## config.mk

```make
export PLATFORM = sky130hd
export DESIGN_NAME = turn_sequencer
export DESIGN_NICKNAME = d
export VERILOG_FILES = /design/src/rtl/turn_sequencer.sv
export SDC_FILE = /design/constraint.sdc
export NUM_CORES = 1
export LEC_CHECK = 0
export BUFFER_PORTS_ARGS = -buffer_cell sky130_fd_sc_hd__buf_2
export CORE_MARGIN = 5
export CORE_UTILIZATION = 61
export DETAILED_ROUTE_END_ITERATION = 8
export PLACE_DENSITY_LB_ADDON = 0.05
export SETUP_SLACK_MARGIN = 0.2
export SKIP_CTS_REPAIR_TIMING = 1
export SLEW_MARGIN = 20
export SYNTH_ARGS = -nofsm -noshare
export SYNTH_HDL_FRONTEND = slang
export SYNTH_SLANG_ARGS = --single-unit
```

## constraint.sdc

```tcl
create_clock -name clk -period 4.8 [get_ports clk]
set_input_delay 0.96 -clock clk [delete_from_list [all_inputs] [get_ports clk]]
set_output_delay 0.96 -clock clk [all_outputs]
set_load 0.03 [all_outputs]
```

## src/rtl/turn_sequencer.sv

```systemverilog
// turn_sequencer: game-level turn controller for the pool table.
// Sequences aim, launch, roll and evaluation; keeps score and turn.
module turn_sequencer #(
  parameter int NUM_BALLS          = 4,
  parameter int SETTLE_FRAMES      = 8,
  parameter int WIN_SCORE          = 3,
  parameter int AIM_TIMEOUT_FRAMES = 900
) (
  input  logic                 clk,
  input  logic                 resetN,
  input  logic                 startOfFrame,
  input  logic                 enterKey,
  input  logic [NUM_BALLS-1:0] ballStopped,
  input  logic [NUM_BALLS-1:0] ballKilled,
  output logic                 startOfTurn,
  output logic                 initialLocation,
  output logic                 currentPlayer,
  output logic [3:0]           score0,
  output logic [3:0]           score1,
  output logic                 gameOver,
  output logic [2:0]           state
);

  localparam int AW = $clog2(AIM_TIMEOUT_FRAMES);
  localparam int SW = $clog2(SETTLE_FRAMES + 1);
  localparam int CW = $clog2(NUM_BALLS + 1);

  localparam logic [2:0] S_RESPAWN  = 3'd0;
  localparam logic [2:0] S_AIM      = 3'd1;
  localparam logic [2:0] S_LAUNCH   = 3'd2;
  localparam logic [2:0] S_ROLL     = 3'd3;
  localparam logic [2:0] S_EVAL     = 3'd4;
  localparam logic [2:0] S_GAMEOVER = 3'd5;

  logic [2:0]           state_q, state_d;
  logic [AW-1:0]        aim_q, aim_d;
  logic                 launch_q, launch_d;
  logic [SW-1:0]        settle_q, settle_d;
  logic [NUM_BALLS-1:0] snap_q, snap_d;
  logic                 enter_q, enter_d;
  logic                 player_q, player_d;
  logic [3:0]           score0_q, score0_d;
  logic [3:0]           score1_q, score1_d;
  logic                 sot_q, sot_d;
  logic                 init_q, init_d;
  logic                 go_q, go_d;

  logic                 rise;
  logic                 rest;
  logic                 all_obj;
  logic                 win;
  logic [NUM_BALLS-1:0] new_pot;
  logic [CW-1:0]        n_obj;
  logic [3:0]           s0_add, s1_add;
  logic [3:0]           s0_eval, s1_eval;

  // Object balls only; the white ball (bit 0) never scores.
  function automatic logic [CW-1:0] obj_count(
    input logic [NUM_BALLS-1:0] v
  );
    logic [CW-1:0] c;
    c = '0;
    for (int i = 1; i < NUM_BALLS; i++)
      c = c + CW'(v[i]);
    return c;
  endfunction

  function automatic logic [3:0] sat_add(
    input logic [3:0]    a,
    input logic [CW-1:0] b
  );
    logic [4:0] s;
    s = {1'b0, a} + 5'(b);
    return (s > 5'd15) ? 4'hF : s[3:0];
  endfunction

  assign rise    = enterKey & ~enter_q;
  assign rest    = &(ballStopped | ballKilled);
  assign all_obj = &ballKilled[NUM_BALLS-1:1];
  assign new_pot = ballKilled & ~snap_q;
  assign n_obj   = obj_count(new_pot);
  assign s0_add  = sat_add(score0_q, n_obj);
  assign s1_add  = sat_add(score1_q, n_obj);

  // Points go to the shooter even on a scratch.
  assign s0_eval = player_q ? score0_q : s0_add;
  assign s1_eval = player_q ? s1_add : score1_q;

  assign win = (32'(s0_eval) >= WIN_SCORE) ||
               (32'(s1_eval) >= WIN_SCORE) ||
               all_obj;

  // State and datapath registers.
  always_ff @(posedge clk or negedge resetN) begin
    if (!resetN) begin
      state_q  <= S_RESPAWN;
      aim_q    <= '0;
      launch_q <= 1'b0;
      settle_q <= '0;
      snap_q   <= '0;
      enter_q  <= 1'b0;
      player_q <= 1'b0;
      score0_q <= 4'd0;
      score1_q <= 4'd0;
      sot_q    <= 1'b0;
      init_q   <= 1'b0;
      go_q     <= 1'b0;
    end else begin
      state_q  <= state_d;
      aim_q    <= aim_d;
      launch_q <= launch_d;
      settle_q <= settle_d;
      snap_q   <= snap_d;
      enter_q  <= enter_d;
      player_q <= player_d;
      score0_q <= score0_d;
      score1_q <= score1_d;
      sot_q    <= sot_d;
      init_q   <= init_d;
      go_q     <= go_d;
    end
  end

  // Next state, counters, turn and score update.
  always_comb begin
    state_d  = state_q;
    aim_d    = aim_q;
    launch_d = launch_q;
    settle_d = settle_q;
    snap_d   = snap_q;
    enter_d  = enterKey;
    player_d = player_q;
    score0_d = score0_q;
    score1_d = score1_q;

    if (state_q != S_AIM)    aim_d    = '0;
    if (state_q != S_LAUNCH) launch_d = 1'b0;
    if (state_q != S_ROLL)   settle_d = '0;

    unique case (state_q)
      S_RESPAWN: begin
        // Stay until the respawn pulse has been issued.
        if (init_q)
          state_d = S_AIM;
      end
      S_AIM: begin
        if (rise) begin
          snap_d  = ballKilled;
          aim_d   = '0;
          state_d = S_LAUNCH;
        end else if (startOfFrame) begin
          if (aim_q == AW'(AIM_TIMEOUT_FRAMES - 1)) begin
            player_d = ~player_q;
            aim_d    = '0;
          end else begin
            aim_d = aim_q + 1'b1;
          end
        end
      end
      S_LAUNCH: begin
        if (startOfFrame) begin
          if (launch_q)
            state_d = S_ROLL;
          else
            launch_d = 1'b1;
        end
      end
      S_ROLL: begin
        if (startOfFrame) begin
          if (!rest)
            settle_d = '0;
          else if (settle_q == SW'(SETTLE_FRAMES - 1))
            state_d = S_EVAL;
          else
            settle_d = settle_q + 1'b1;
        end
      end
      S_EVAL: begin
        score0_d = s0_eval;
        score1_d = s1_eval;
        if (new_pot[0]) begin
          player_d = ~player_q;
          state_d  = S_RESPAWN;
        end else if (n_obj != '0) begin
          state_d = S_AIM;
        end else begin
          player_d = ~player_q;
          state_d  = S_AIM;
        end
        if (win)
          state_d = S_GAMEOVER;
      end
      S_GAMEOVER: state_d = S_GAMEOVER;
      default:    state_d = S_RESPAWN;
    endcase
  end

  // Registered outputs follow the state being entered.
  always_comb begin
    sot_d  = (state_d == S_AIM) || (state_d == S_LAUNCH);
    init_d = (state_d == S_RESPAWN);
    go_d   = (state_d == S_GAMEOVER);
  end

  assign state           = state_q;
  assign startOfTurn     = sot_q;
  assign initialLocation = init_q;
  assign currentPlayer   = player_q;
  assign score0          = score0_q;
  assign score1          = score1_q;
  assign gameOver        = go_q;

endmodule

```

* Yosys cells after proc, flatten, opt, wreduce, memory -nomap -nowiden
Index checks and enable logic that the tools add are counted.
** Storage, ports and cells
- Flip-flop bits (word level) :: 35
- Output and inout bits :: 15
** Operators by class
- Add/sub/neg operators :: 6
- Magnitude comparators :: 4
- Equality and inequality tests :: 17
- Muxes and demuxes :: 34
- Bitwise operators :: 6
- Reductions and logical operators :: 11
** Operators by type and width (number)
- two-way mux 10 bit :: 5
- two-way mux 4 bit :: 9
- two-way mux 3 bit :: 8
- one-hot mux 3 bit (6 select lines) :: 1
- adder 10 x 1 -> 10 bit, second input constant :: 1
- adder 4 x 3 -> 5 bit :: 2
- == test 10 bit, second input constant :: 1
- > comparator 5 x 4 -> 1 bit, second input constant :: 2
- two-way mux 1 bit :: 10
- == test 3 x 2 -> 1 bit, second input constant :: 3
- == test 3 bit, second input constant :: 3
- greater-or-equal comparator 4 x 2 -> 1 bit, second input constant :: 2
- == test 3 x 1 -> 1 bit, second input constant :: 2
- logical NOT 3 bit :: 2
- inequality test 2 bit, second input constant :: 3
- inequality test 3 x 2 -> 1 bit, second input constant :: 2
- AND reduction 5 bit :: 1
- adder 4 x 1 -> 4 bit, second input constant :: 1
- AND 4 bit :: 1
- == test 4 x 3 -> 1 bit, second input constant :: 1
- inverter 4 bit :: 1
- OR 4 bit :: 1
- AND reduction 4 bit :: 1
- adder 2 x 1 -> 3 bit :: 1
- 11 further kinds :: 14

* Logic depth before layout (Yosys ltp)
- Depth in word-level cells :: 15
- Depth in mapped cells :: 10

* Worst setup path before layout
No wires, ideal clock.
- Kind :: in2reg
- Start point :: input port ballKilled[1]
- End point :: register state_q[0], in the netlist state[0]
- Setup time :: 126 ps
- Data arrival time :: 3303 ps
- Setup slack :: 1370 ps
- Stages :: 10
- Path through :: nor2b_1 -> fa_1 -> ha_1 -> inv_1 -> fa_1 -> inv_1 -> a221o_1 -> o21ai_0 -> a41oi_1 -> a311o_1
** On the way
- Word-level cells in the longest chain between the ends :: 12
** RTL lines
- start, declared :: line 14 : input logic [NUM_BALLS-1:0] ballKilled,
- AND 4 bit :: line 80 : assign new_pot = ballKilled & ~snap_q;
- adder 1 x 1 -> 2 bit :: line 64 : c = c + CW'(v[i]);
- adder 2 x 1 -> 3 bit :: line 64
- adder 4 x 3 -> 5 bit :: line 73 : s = {1'b0, a} + 5'(b);
- > comparator 5 x 4 -> 1 bit :: line 74 : return (s > 5'd15) ? 4'hF : s[3:0];
- two-way mux 4 bit :: line 74
- two-way mux 4 bit, on equally long branches :: line 86, 87
- greater-or-equal comparator 4 x 2 -> 1 bit, on equally long branches :: line 89, 90
- logical OR 1 bit :: line 89 : assign win = (32'(s0_eval) >= WIN_SCORE) ||
- logical OR 1 bit :: line 90 : (32'(s1_eval) >= WIN_SCORE) ||
- two-way mux 3 bit :: line 190 : if (win)
- one-hot mux 3 bit (6 select lines) * :: line 140 : unique case (state_q)
- named net state_d[0] :: line 35 : logic [2:0] state_q, state_d;
- end signal, assigned :: line 109 : state_q <= state_d;
- end, declared :: line 35
Mark *: on every way through the listed nets, which the timed path passes. The rest lies on a longest branch.
A chain may end at the register's enable or synchronous reset.

* Final worst setup path
Same ends and word-level chain as after synthesis.

==> results_dict.tcl <==
set metrics [dict create \
    cts_buffer_depth 2 \
    status "complete, no violations" \
    fin_crit_ps 3430 \
    async_flop_share_pct 100 \
    layout-drive-gt1-share_pct 20.5 \
    route.antenna.remaining_nets 0 \
    design_area_um2 2250 \
    coreArea_um2 3280 \
    netlist_instances 209 \
    timing_worst_setup_path_type "in -> reg" \
    fill_cells 291 \
    skew_ps 22.1 \
    drtPass1Iterations 4 \
    groute.usage.overall_pct 21.2 \
    rows 21 \
    nets 254 \
    cts.reportedPaths.clkPinSlew_ps 120 \
    die_area_um2 4570 \
    slowest_delay_ps 610 \
    p_per_area_nw_per_um2 397 \
    grt_util_met1_pct 26.1 \
    peakVddDrop_mv 0.238 \
    p_leak_nw 1.02 \
    yosysTopAreaCell "dfrtp_1" \
    grt_pass1_wl_um 7270 \
    r2r-start "snap_q[1]" \
    gp_congestion 0.868 \
    synthFlopType "dfrtp_1" \
    cts_tree "yes" \
    cp_slowest_cell "fa_1" \
    drt-initial-drc-count 71 \
    num_vias 1648 \
    slew_violations 0 \
    cts-root-buf "clkbuf_4" \
    synth-seq-area-share_pct 43.2 \
    grt-ovfl-total 0 \
    grt_use_met2_pct 35.6 \
    n_antenna_cell 0 \
    crit_chain "buf_2 > nor2b_1 > fa_1 > ha_1 > inv_1 > fa_1 > inv_1 > a221o_1 > o21ai_0 > a41oi_1 > a311o_1" \
    ioPinCount 27 \
    die_h_um 67.6 \
    min_path_type "reg -> reg" \
    synthesis.nets 230 \
    wire_per_inst_um 15.2 \
    synth_edf_count 0 \
    hp-start "launch_q" \
    met3_usage_pct 5.82 \
    start_kind "primary input" \
    fin_crit_sh_pct 71.6 \
    clock-sinks 35 \
    worstSetupEndpointType "register" \
    synth_area_um2 2030 \
    worstMarginPinSlew_ps 754 \
    antenna_found_initial 0 \
    htree_levels 2 \
    final_core_util_pct 68.6 \
    worstPathArrival_ps 3670 \
    crit_start "ballKilled[1]" \
    die_w_um 67.6 \
    ys_types 48 \
    syn_to_final_growth_pct 11.2 \
    yosys-top-cells-area "dfrtp_1 43%, nand2_1 4.3%, nor2_1 4.1%" \
    grt_pass1_vias 1585 \
    via_per_inst 5.89 \
    start_util_pct 61.7 \
    critical_path_required_ps 5040 \
    grt_setup_unrepaired "false" \
    totalWireLength_um 4260 \
    cp_max_fo 5 \
    setup_viol 0 \
    fmax_mhz 291 \
    drv_cap 0 \
    maxSlewHeadroom_pct 49.7 \
    dp_hpwl_um 3090 \
    clk_latency_ps 350 \
    tns_ps 0 \
    port-buffer-count 26 \
    postSynthAreaPerCell_um2 9.69 \
    dpl_cell_area_um2 2170 \
    numCtsBuffers 5 \
    ys_warn_count 0 \
    whs_ps 503 \
    synth_top_cell_area_share_pct 43.2 \
    yosys_register_bits 35 \
    drc 0 \
    grt_busiest_layer "met2" \
    grt_max_degree 36 \
    timing.final.hold_violations 0 \
]
## final timing paths
check / endpoint / cells after the start / slack, ps
min in group asynchronous: snap_q[0] / 1 / 660
worst max register to register: state[0] / 10 / 1800
worst min register to register: startOfTurn / 1 / 500
max in group asynchronous: aim_q[5] / 1 / 3630
worst max-delay path: state[0] / 11 / 1370
worst min-delay path: startOfTurn / 1 / 500
## registers in the layout (all words and copies together), names as in the netlist
signal / flops
aim_q: 10
currentPlayer: 1
enter_q: 1
gameOver: 1
initialLocation: 1
launch_q: 1
score0: 4
score1: 4
settle_q: 4
snap_q: 4
startOfTurn: 1
state: 3
## cell usage after synthesis (all sizes together) (2+ instances only)
cell type,instances
a21o,2
a21oi,12
a311oi,4
a41oi,7
and3,5
buf,2
clkbuf,7
dfrtp,35
fa,3
ha,6
inv,9
mux2,7
mux2i,5
nand2,23
nand2b,6
nand3,4
nor2,22
nor2b,7
nor3,5
nor3b,2
nor4,2
o211ai,3
o21ai,7
or3,3
xor2,3
## metal layers
layer / share of wire, % / wire length [um] / up-vias
li1: - / - / 801
met1: 45 / 1900 / 805
met2: 49 / 2100 / 36
met3: 4.9 / 211 / 6
met4: 1.2 / 51 / 0
met5: 0 / 0 / -
## cell usage in the layout (no fill, tap or decap), types with 2 or more instances in the layout
cell,count
a21o_1,2
a21oi_1,12
a311oi_1,4
a41oi_1,7
and3_1,4
buf_2,26
clkbuf_4,5
dfrtp_1,35
fa_1,3
ha_1,6
inv_1,9
mux2_2,7
mux2i_1,5
nand2_1,23
nand2b_1,6
nand3_1,4
nor2_1,22
nor2b_1,7
nor3_1,4
nor3b_1,2
o211ai_1,3
o21ai_0,7
or3_1,2
xor2_1,3
## critical path: cells and delay by family
kind	cells	cell delay (ps)
AOI/OAI and AO/OA	4	1040
adders and majority gates	3	1290
buffers and inverters	3	240
and+or+nand+nor	1	140
## cells by family after synthesis
| logic type | count (synthesis) | share of synthesized area [%] |
|---|---|---|
| and+or+nand+nor | 85 | 22.3 |
| AOI/OAI and AO/OA | 47 | 16.4 |
| DFF | 35 | 43.2 |
| buffers and inverters | 18 | 3.77 |
| muxes | 12 | 6.36 |
| adders and majority gates | 9 | 6.67 |
| xor gates and xnor gates | 3 | 1.30 |
## cell type report
cell class,count,area [um^2],share of cell area (%)
clock buffers,5,37.5,1.67
clock inverters,3,43.8,1.94
inverters,9,33.8,1.50
multi-input cells,156,1070,47.7
flip-flops and latches,35,876,38.9
well taps,46,57.6,2.56
repair buffers,26,130,5.78
## through the flow
stage	worst slack (ps)	instances	total power, mW
after floorplan	1370	209	0.602
after global placement	1060	272	0.670
after detailed placement	996	272	0.688
after CTS	1370	280	0.902
after global routing	1220	280	0.957
final	1370	280	0.893
## report_power, final
part           leakage [nW]  internal (mW)  switching [mW]
Combinational         0.535          0.129           0.183
Sequential            0.442          0.332          0.0355
Clock                0.0452          0.110           0.104
Note: power is estimated with default switching activity, not from simulation.
